===== src/rtl/line_burst_pkg.sv =====
// Shared types and geometry for the cache-line to memory-burst adapter.
package line_burst_pkg;

    localparam int unsigned S_ADDR   = 32;
    localparam int unsigned S_OFFSET = 5;
    localparam int unsigned S_LINE   = 256;
    localparam int unsigned S_BURST  = 64;
    localparam int unsigned S_BEATS  = S_LINE / S_BURST;
    localparam int unsigned S_CNT    = $clog2(S_BEATS);

    // Clears the byte-offset bits so memory always sees a line-aligned address.
    localparam logic [S_ADDR-1:0] LINE_MASK = ~S_ADDR'(2 ** S_OFFSET - 1);

    typedef enum logic [1:0] {
        IDLE,
        RD_BURST,
        WR_BURST,
        DONE
    } adapter_state_t;

    // Line-aligned form of a cache address.
    function automatic logic [S_ADDR-1:0] line_align(input logic [S_ADDR-1:0] addr);
        return addr & LINE_MASK;
    endfunction

endpackage


===== src/rtl/line_burst_if.sv =====
// Cache-side line port and memory-side burst port of the adapter.
interface line_burst_if;
    import line_burst_pkg::*;

    logic [S_ADDR-1:0]  address_i;
    logic               read_i;
    logic               write_i;
    logic [S_LINE-1:0]  line_i;
    logic [S_LINE-1:0]  line_o;
    logic               resp_o;
    logic [S_ADDR-1:0]  address_o;
    logic               read_o;
    logic               write_o;
    logic [S_BURST-1:0] burst_o;
    logic [S_BURST-1:0] burst_i;
    logic               resp_i;

    // Adapter view.
    modport slave (
        input  address_i, read_i, write_i, line_i, burst_i, resp_i,
        output line_o, resp_o, address_o, read_o, write_o, burst_o
    );

    // Environment view: the cache and the memory together.
    modport master (
        output address_i, read_i, write_i, line_i, burst_i, resp_i,
        input  line_o, resp_o, address_o, read_o, write_o, burst_o
    );

endinterface


===== src/rtl/line_burst_adapter.sv =====
// Buffers a whole cache line and moves it to/from memory as a sequence of beats.
module line_burst_adapter
    import line_burst_pkg::*;
(
    input  logic         clk,
    input  logic         rst,
    line_burst_if.slave  bus
);

    adapter_state_t    state;
    logic [S_CNT-1:0]  cnt;
    logic [S_LINE-1:0] buffer;
    logic              in_burst;
    logic              last_beat;

    assign in_burst  = (state == RD_BURST) || (state == WR_BURST);
    assign last_beat = bus.resp_i && (cnt == S_CNT'(S_BEATS - 1));

    // Cache sees the buffer directly; memory sees the beat selected by the counter.
    assign bus.line_o  = buffer;
    assign bus.burst_o = buffer[S_BURST * 32'(cnt) +: S_BURST];

    // Control FSM with registered request/response outputs.
    always_ff @(posedge clk) begin
        if (rst) begin
            state         <= IDLE;
            bus.read_o    <= 1'b0;
            bus.write_o   <= 1'b0;
            bus.resp_o    <= 1'b0;
            bus.address_o <= '0;
        end else begin
            bus.resp_o <= 1'b0;
            case (state)
                IDLE: begin
                    if (bus.write_i) begin
                        bus.address_o <= line_align(bus.address_i);
                        bus.write_o   <= 1'b1;
                        state         <= WR_BURST;
                    end else if (bus.read_i) begin
                        bus.address_o <= line_align(bus.address_i);
                        bus.read_o    <= 1'b1;
                        state         <= RD_BURST;
                    end
                end
                RD_BURST: begin
                    if (last_beat) begin
                        bus.read_o <= 1'b0;
                        bus.resp_o <= 1'b1;
                        state      <= DONE;
                    end
                end
                WR_BURST: begin
                    if (last_beat) begin
                        bus.write_o <= 1'b0;
                        bus.resp_o  <= 1'b1;
                        state       <= DONE;
                    end
                end
                // Requests are still high here; ignoring them prevents a repeat burst.
                DONE: begin
                    state <= IDLE;
                end
                default: begin
                    state <= IDLE;
                end
            endcase
        end
    end

    // Beat counter: advances only on strobes inside a burst, cleared after the last beat.
    always_ff @(posedge clk) begin
        if (rst) begin
            cnt <= '0;
        end else if (in_burst && bus.resp_i) begin
            if (last_beat) begin
                cnt <= '0;
            end else begin
                cnt <= cnt + S_CNT'(1);
            end
        end
    end

    // Line buffer: whole-line load for writes, beat-wise fill for reads.
    always_ff @(posedge clk) begin
        if (rst) begin
            buffer <= '0;
        end else if (state == IDLE && bus.write_i) begin
            buffer <= bus.line_i;
        end else if (state == RD_BURST && bus.resp_i) begin
            buffer[S_BURST * 32'(cnt) +: S_BURST] <= bus.burst_i;
        end
    end

endmodule

===== src/flat_wrapper.sv =====
// flat-port wrapper written by rule: the top's interface ports become plain ports
module line_burst_adapter_flat import line_burst_pkg::*;
  (clk, rst, bus_address_i, bus_read_i, bus_write_i, bus_line_i, bus_burst_i, bus_resp_i, bus_line_o, bus_resp_o, bus_address_o, bus_read_o, bus_write_o, bus_burst_o);
  line_burst_if bus_i ();
  input  logic clk;
  input  logic rst;
  input wire logic [$bits(bus_i.address_i)-1:0] bus_address_i;
  input wire logic [$bits(bus_i.read_i)-1:0] bus_read_i;
  input wire logic [$bits(bus_i.write_i)-1:0] bus_write_i;
  input wire logic [$bits(bus_i.line_i)-1:0] bus_line_i;
  input wire logic [$bits(bus_i.burst_i)-1:0] bus_burst_i;
  input wire logic [$bits(bus_i.resp_i)-1:0] bus_resp_i;
  output wire logic [$bits(bus_i.line_o)-1:0] bus_line_o;
  output wire logic [$bits(bus_i.resp_o)-1:0] bus_resp_o;
  output wire logic [$bits(bus_i.address_o)-1:0] bus_address_o;
  output wire logic [$bits(bus_i.read_o)-1:0] bus_read_o;
  output wire logic [$bits(bus_i.write_o)-1:0] bus_write_o;
  output wire logic [$bits(bus_i.burst_o)-1:0] bus_burst_o;
  assign bus_i.address_i = bus_address_i;
  assign bus_i.read_i = bus_read_i;
  assign bus_i.write_i = bus_write_i;
  assign bus_i.line_i = bus_line_i;
  assign bus_i.burst_i = bus_burst_i;
  assign bus_i.resp_i = bus_resp_i;
  assign bus_line_o = bus_i.line_o;
  assign bus_resp_o = bus_i.resp_o;
  assign bus_address_o = bus_i.address_o;
  assign bus_read_o = bus_i.read_o;
  assign bus_write_o = bus_i.write_o;
  assign bus_burst_o = bus_i.burst_o;
  line_burst_adapter u_core (.clk(clk), .rst(rst), .bus(bus_i));
endmodule

===== config.mk =====
export PLATFORM = sky130hd
export DESIGN_NAME = line_burst_adapter_flat
export DESIGN_NICKNAME = d
export VERILOG_FILES = /design/src/rtl/line_burst_pkg.sv /design/src/rtl/line_burst_if.sv /design/src/rtl/line_burst_adapter.sv /design/src/flat_wrapper.sv
export SDC_FILE = /design/constraint.sdc
export NUM_CORES = 1
export LEC_CHECK = 0
export ABC_AREA = 1
export CORE_AREA = 2 2 275 277
export DETAILED_ROUTE_END_ITERATION = 10
export DIE_AREA = 0 0 277 279
export GPL_ROUTABILITY_DRIVEN = 0
export PLACE_DENSITY = 0.51
export SYNTH_ARGS = -nofsm -noshare
export SYNTH_HDL_FRONTEND = slang
export SYNTH_SLANG_ARGS = --single-unit
export TNS_END_PERCENT = 1

===== constraint.sdc =====
create_clock -name clk -period 3.1 [get_ports clk]
set_input_delay 0.465 -clock clk [delete_from_list [all_inputs] [get_ports clk]]
set_output_delay 0.465 -clock clk [all_outputs]
set_load 0.01 [all_outputs]

==> flow_metrics.tcl, run 1 <==
set metrics [dict create \
    crit_type "register to output pin" \
    initial_core_util_pct 22.3 \
    wl_met3_mm 9.17 \
    wl_met1_mm 40.3 \
    via_per_inst 4.93 \
    layout-drive-gt1-share_pct 4.94 \
    vias 21153 \
    clock.fmax_mhz 323 \
    dp.final_hpwl_mm 88.7 \
    drt-total-wl_mm 116 \
    yosysMostFrequentCell "nand2_1" \
    outcome "complete, no violations" \
    chipWidth_um 277 \
    cap_violations 0 \
    setup_viol 0 \
    start_kind "register" \
    wl_per_cell_um 27.1 \
    cts_root_buffer "clkbuf_16" \
    grt_setup_unrepaired "true" \
    nets 3651 \
    io_pins 712 \
    drt-pass1-iter-count 5 \
    skew_ns 0.0293 \
    relSlewSlack_pct 18.2 \
    required_ns 2.63 \
    grt_start_max_net_pins 193 \
    avgSynthCellArea_um2 6.12 \
    synth_common_cells "705 x nand2_1, 561 x nor2_1, 311 x nand3_1" \
    p_leak_nw 10.3 \
    internal_power_mw 12.7 \
    cp_max_fo 94 \
    critPathMaxStageDelay_ns 0.59 \
    period_needed_ns 3.10 \
    ys_types 27 \
    hold_violations 0 \
    hold_buffers 0 \
    worstMarginPinSlew_ns 1.23 \
    grt_pass1_vias 20690 \
    slew_violations 0 \
    hold_depth 2 \
    drc 0 \
    r2r_start "u_core.cnt[0]$_SDFFE_PP0P_" \
    routed.top_layer "met5" \
    worstPathCellList "buf_16 -> o21ai_0 -> o22ai_1 -> clkdlybuf4s50_1" \
    drtIter0Drc 1594 \
    cts_buffer_depth 3 \
    wl_met2_mm 61.8 \
    hold_start "rst" \
    area_growth_pct 57.1 \
    total_power_mw 23.8 \
    syn_inst 2697 \
    min_path_type "primary input to register" \
    antenna_left 0 \
    die-area_mm2 0.0773 \
    rr_worst_depth 10 \
    clock_latency_ns 0.59 \
    post-route-period-util_pct 100 \
    worstReg2RegEnd "u_core.bus.line_o[18]$_SDFFE_PP0P_" \
    p_sw_share_pct 46.6 \
    rrSetupSlack_ns 0.49 \
    yosysTopAreaCell "dfxtp_1" \
    gr-usage-all-layers_pct 29.0 \
    clk_pin_slew_ns 0.06 \
    power_switching_mw 11.1 \
    combPwrFrac_pct 55.0 \
    yosys_warnings 0 \
    synth_top_area_share_pct 35.2 \
    placementRows 100 \
    numClockSinks 290 \
    clockPowerShare_pct 21.2 \
    end_kind "output pin" \
    cts_buffers 41 \
    synth_area_mm2 0.0165 \
    grt_pass1_wl_mm 160 \
    cts_tree "yes" \
    ys_seq_elements 290 \
    synthFlopType "dfxtp_1" \
    min_to "u_core.bus.line_o[222]$_SDFFE_PP0P_" \
    die_h_um 279 \
    h-tree-depth 2 \
    crit_arrival_ns 2.63 \
    synth.area.top_cells "dfxtp_1 35%, nand2_1 16%, nor2_1 13%, nand3_1 9.4%, o21ai_0 4.8%" \
    core_mm2 0.0741 \
    ir_drop_v 0.000531 \
    portBuffers 701 \
    seqPwrFrac_pct 23.9 \
    synth_edf_count 0 \
    synth-async-reset-ratio_pct 0 \
    overflow 0 \
    antenna_found_initial 13 \
    fillers 8163 \
    p_per_area_mw_per_mm2 916 \
    hold_ws_ns 0.108 \
    ys_seq_area_share_pct 35.2 \
    crit_slowest_cell "clkdlybuf4s50_1" \
]
==> registers in the layout, indices dropped and copies added (netlist names) <==
| name | cells |
|---|---|
| u_core.bus.line_o | 256 |
| u_core.state | 2 |
| u_core.bus.resp_o | 1 |
| u_core.bus.write_o | 1 |
| u_core.bus.address_o | 27 |
| u_core.cnt | 2 |
| u_core.bus.read_o | 1 |
==> worst max path at each step <==
stage                                     startpoint                                  end  slack (ns)  depth (start not counted)
after CTS                 u_core.cnt[0]$_SDFFE_PP0P_                      bus_burst_o[36]       -0.02                          5
after global routing      u_core.cnt[0]$_SDFFE_PP0P_                       bus_burst_o[4]       -0.03                          4
after global placement                   bus_write_i  u_core.bus.line_o[194]$_SDFFE_PP0P_        0.41                          7
after floorplan           u_core.cnt[0]$_SDFFE_PP0P_   u_core.bus.line_o[68]$_SDFFE_PP0P_        0.86                         10
final                     u_core.cnt[0]$_SDFFE_PP0P_                       bus_burst_o[4]      0.0006                          4
after detailed placement                 bus_write_i  u_core.bus.line_o[221]$_SDFFE_PP0P_        0.38                          7
==> per-layer routing <==
metal	global-route usage (%)	vias up
li1	-	9936
met1	29.4	10057
met2	55.9	962
met3	7.59	190
met4	12.1	8
met5	0	-
==> layout by cell type, fill, tap and decap left out, types with 2 or more instances in the layout <==
cell | netlist | routed
buf_4 | 29 | 47
clkinv_2 | 0 | 2
inv_1 | 109 | 106
nor3_1 | 14 | 14
ha_1 | 9 | 9
nand2_2 | 5 | 7
dlymetal6s2s_1 | 0 | 2
nor2_4 | 1 | 3
clkinv_4 | 0 | 3
clkinvlp_4 | 0 | 2
clkbuf_8 | 0 | 13
diode_2 | 0 | 8
buf_16 | 0 | 2
nand3b_1 | 48 | 48
buf_6 | 10 | 2
a211oi_1 | 3 | 3
a31oi_1 | 42 | 42
buf_12 | 0 | 19
bufinv_16 | 0 | 2
nor2_1 | 561 | 560
o22ai_1 | 64 | 61
dfxtp_1 | 290 | 288
o22ai_2 | 0 | 3
nand2_1 | 705 | 702
o21ai_0 | 158 | 158
clkdlybuf4s50_1 | 0 | 697
clkbuf_16 | 0 | 41
nand3_4 | 0 | 4
conb_1 | 1 | 5
inv_2 | 2 | 3
a21oi_1 | 139 | 139
clkbuf_1 | 73 | 11
nand3_1 | 311 | 307
==> final cells by class <==
class	instances	area, um^2	share of cell area, %
multi-input cells	2071	9230	35.6
repair buffers	770	7830	30.2
flip-flops and latches	290	5810	22.4
clock buffers	64	1230	4.75
well taps	969	1210	4.67
inverters	111	427	1.64
clock inverters	12	178	0.685
diodes	8	20.0	0.0772
==> cells by family after synthesis <==
group | after synthesis | share of synthesized area [%]
other | 1 | 0.0227
AOI/OAI and AO/OA | 408 | 13.3
buffers and inverters | 340 | 9.65
DFF | 290 | 35.2
and+or+nand+nor | 1649 | 41.2
adders and majority gates | 9 | 0.682
==> power groups by stage <==
stage / clock network (mW) / registers (mW) / logic [mW]
2_1_floorplan: 0 / 5.65 / 5.74
3_3_place_gp: 0 / 5.74 / 13.0
3_5_place_dp: 0 / 5.74 / 13.0
4_1_cts: 5.13 / 5.67 / 13.1
5_1_grt: 5.27 / 5.75 / 13.9
6_report: 5.03 / 5.67 / 13.1
==> worst max-delay path: cells and delay by family, from the launching register on <==
family | cells | cell delay (ns)
flip-flops | 1 | 0.41
buffers and inverters | 2 | 0.90
AO/OA/AOI/OAI | 2 | 0.61
==> per-stage QoR <==
stage,cells,setup slack [ns],utilization (%),area (um^2),setup TNS [ns]
2_1_floorplan,2701,0.861,-,16500,0
3_3_place_gp,4211,0.406,33.0,24500,0
3_5_place_dp,4211,0.380,33.0,24500,0
4_1_cts,4287,-0.0184,35.0,25900,-0.0184
5_1_grt,4292,-0.0333,35.0,25900,-0.0333
6_report,4295,0.000584,35.0,25900,0
==> timing repair <==
item / in CTS / in global routing
gates resized for setup: 3 / 6
setup endpoints to repair: 3 / 8
cloned: 0 / 0
setup buffers: 0 / 0
(Power assumes the default switching activity.)
==> inputs of run 2 (changes only) <==
--- a/config.mk
+++ b/config.mk
@@ -6,7 +6,9 @@
 export NUM_CORES = 1
 export LEC_CHECK = 0
 export ABC_AREA = 1
+export ABC_CLOCK_PERIOD_IN_PS = 3100
 export CORE_AREA = 2 2 275 277
+export CTS_CLUSTER_DIAMETER = 120
 export DETAILED_ROUTE_END_ITERATION = 10
 export DIE_AREA = 0 0 277 279
 export GPL_ROUTABILITY_DRIVEN = 0
==> run 2 against run 1 <==
  * Register-to-register slack barely moved
  * First-iteration DRC count grew 0.13%
  * Clock skew decreased by 0.0098 ns
  * Final area up 0.11%
  * Critical path type unchanged
  * Sequential power barely moved
  * Non-clock buffer count unchanged
  * Largest power group unchanged
  * Power increased by 0.24%
==> flow_metrics.tcl, run 2 (synthesis gave the netlist of run 1 again) <==
set metrics [dict create \
    outcome "complete, no violations" \
    multi_input_area_mm2 0.00923 \
    cts_setup_buffers 0 \
    dp.final_hpwl_mm 88.7 \
    seq_area_mm2 0.00581 \
    relSlewSlack_pct 20.9 \
    nets 3652 \
    placementRows 100 \
    cap_violations 0 \
    io_pins 712 \
    rrSetupSlack_ns 0.49 \
    final_cell_mix "702 x nand2_1, 697 x clkdlybuf4s50_1, 560 x nor2_1" \
    crit_arrival_ns 2.62 \
    drt-total-wl_mm 116 \
    cts_buffers 42 \
    area_growth_pct 57.3 \
    skew_ns 0.0195 \
    overflow 0 \
    cp_max_fo 94 \
    drtIter0Drc 1596 \
    cts_root_buffer "clkbuf_16" \
    cts_buffer_depth 3 \
    end_kind "output pin" \
    period_needed_ns 3.09 \
    grt_start_max_net_pins 193 \
    crit_type "register to output pin" \
    initial_core_util_pct 22.3 \
    hold_violations 0 \
    crit_slowest_cell "clkdlybuf4s50_1" \
    critPathMaxStageDelay_ns 0.59 \
    clock_latency_ns 0.59 \
    die_h_um 279 \
    required_ns 2.63 \
    gr-usage-all-layers_pct 29.0 \
    worstMarginPinSlew_ns 1.19 \
    min_path_type "primary input to register" \
    worstPathCellList "buf_16 -> o21ai_0 -> o22ai_1 -> clkdlybuf4s50_1" \
    setup_viol 0 \
    hold_ws_ns 0.108 \
    drt-pass1-iter-count 6 \
    postPlaceCellArea_mm2 0.0245 \
    h-tree-depth 2 \
    p_per_area_mw_per_mm2 917 \
    postLayoutCellArea_mm2 0.0260 \
    fillers 8155 \
    antenna_left 0 \
    numClockSinks 290 \
    p_leak_nw 10.3 \
    via_per_inst 4.90 \
    chipWidth_um 277 \
    wl_per_cell_um 27.1 \
    die-area_mm2 0.0773 \
    ir_drop_v 0.000535 \
    clock.fmax_mhz 324 \
    antenna_found_initial 13 \
    slew_violations 0 \
    start_kind "register" \
    grt_pass1_vias 20710 \
    layout-drive-gt1-share_pct 5.00 \
    drc 0 \
    cts_tree "yes" \
    grt_setup_unrepaired "true" \
    final_common_cell "nand2_1" \
    largest_reg_flops 256 \
    post-route-period-util_pct 99.6 \
    clk_pin_slew_ns 0.06 \
    portBuffers 701 \
    core_mm2 0.0741 \
    grt_pass1_wl_mm 160 \
    vias 21067 \
]
## run 2: where the power goes
part / leakage (nW) / switching, mW / internal (mW) / total [mW]
Clock: 0.694 / 2.11 / 3.00 / 5.10
Sequential: 2.38 / 1.04 / 4.63 / 5.67
Combinational: 7.21 / 7.91 / 5.12 / 13.0
Total: 10.3 / 11.1 / 12.7 / 23.8
## run 2: repair_timing
action,4_1_cts,5_1_grt
resized for setup,3,6
hold endpoints to repair,0,0
hold buffers,0,0
setup endpoints to repair,3,7
cloned,0,0
## run 2: worst max-delay path, delay by kind of cell, from the launching register on
kind	cells	cell delay [ns]
AOI/OAI and AO/OA	2	0.60
DFF	1	0.41
buffers and inverters	2	0.90
## run 2: worst paths after layout
check | endpoint | startpoint | cells after the start
max | bus_burst_o[4] | u_core.cnt[0]$_SDFFE_PP0P_ | 4
min | u_core.bus.line_o[222]$_SDFFE_PP0P_ | rst | 2
max reg2reg | u_core.bus.line_o[7]$_SDFFE_PP0P_ | u_core.cnt[0]$_SDFFE_PP0P_ | 10
min reg2reg | u_core.bus.read_o$_SDFFE_PP0P_ | u_core.bus.read_o$_SDFFE_PP0P_ | 2
## run 2: area by class of cell
class,instances,share of cell area [%]
Clock inverter,13,0.699
Tap cell,969,4.67
Multi-Input combinational cell,2071,35.6
Sequential cell,290,22.4
Clock buffer,65,4.84
Antenna cell,8,0.0771
Timing Repair Buffer,770,30.1
Inverter,111,1.64
## run 2: metal layers
metal  vias up  global-route usage (%)  wire (um)
met3       172                    7.66       9200
met5         -                       0         46
met1     10016                    29.3      40200
li1       9931                       -          -
met4         8                    12.0       4950
met2       940                    55.9      61800
## run 2: stage by stage
stage / total power, mW / TNS, ns / util [%] / cells / setup WS (ns)
2_1_floorplan: 11.4 / 0 / - / 2701 / 0.861
3_3_place_gp: 18.8 / 0 / 33.0 / 4211 / 0.406
3_5_place_dp: 18.8 / 0 / 33.0 / 4211 / 0.380
4_1_cts: 24.0 / -0.0174 / 35.0 / 4289 / -0.0174
5_1_grt: 25.0 / -0.0307 / 35.0 / 4294 / -0.0307
6_report: 23.8 / 0 / 35.1 / 4297 / 0.0136
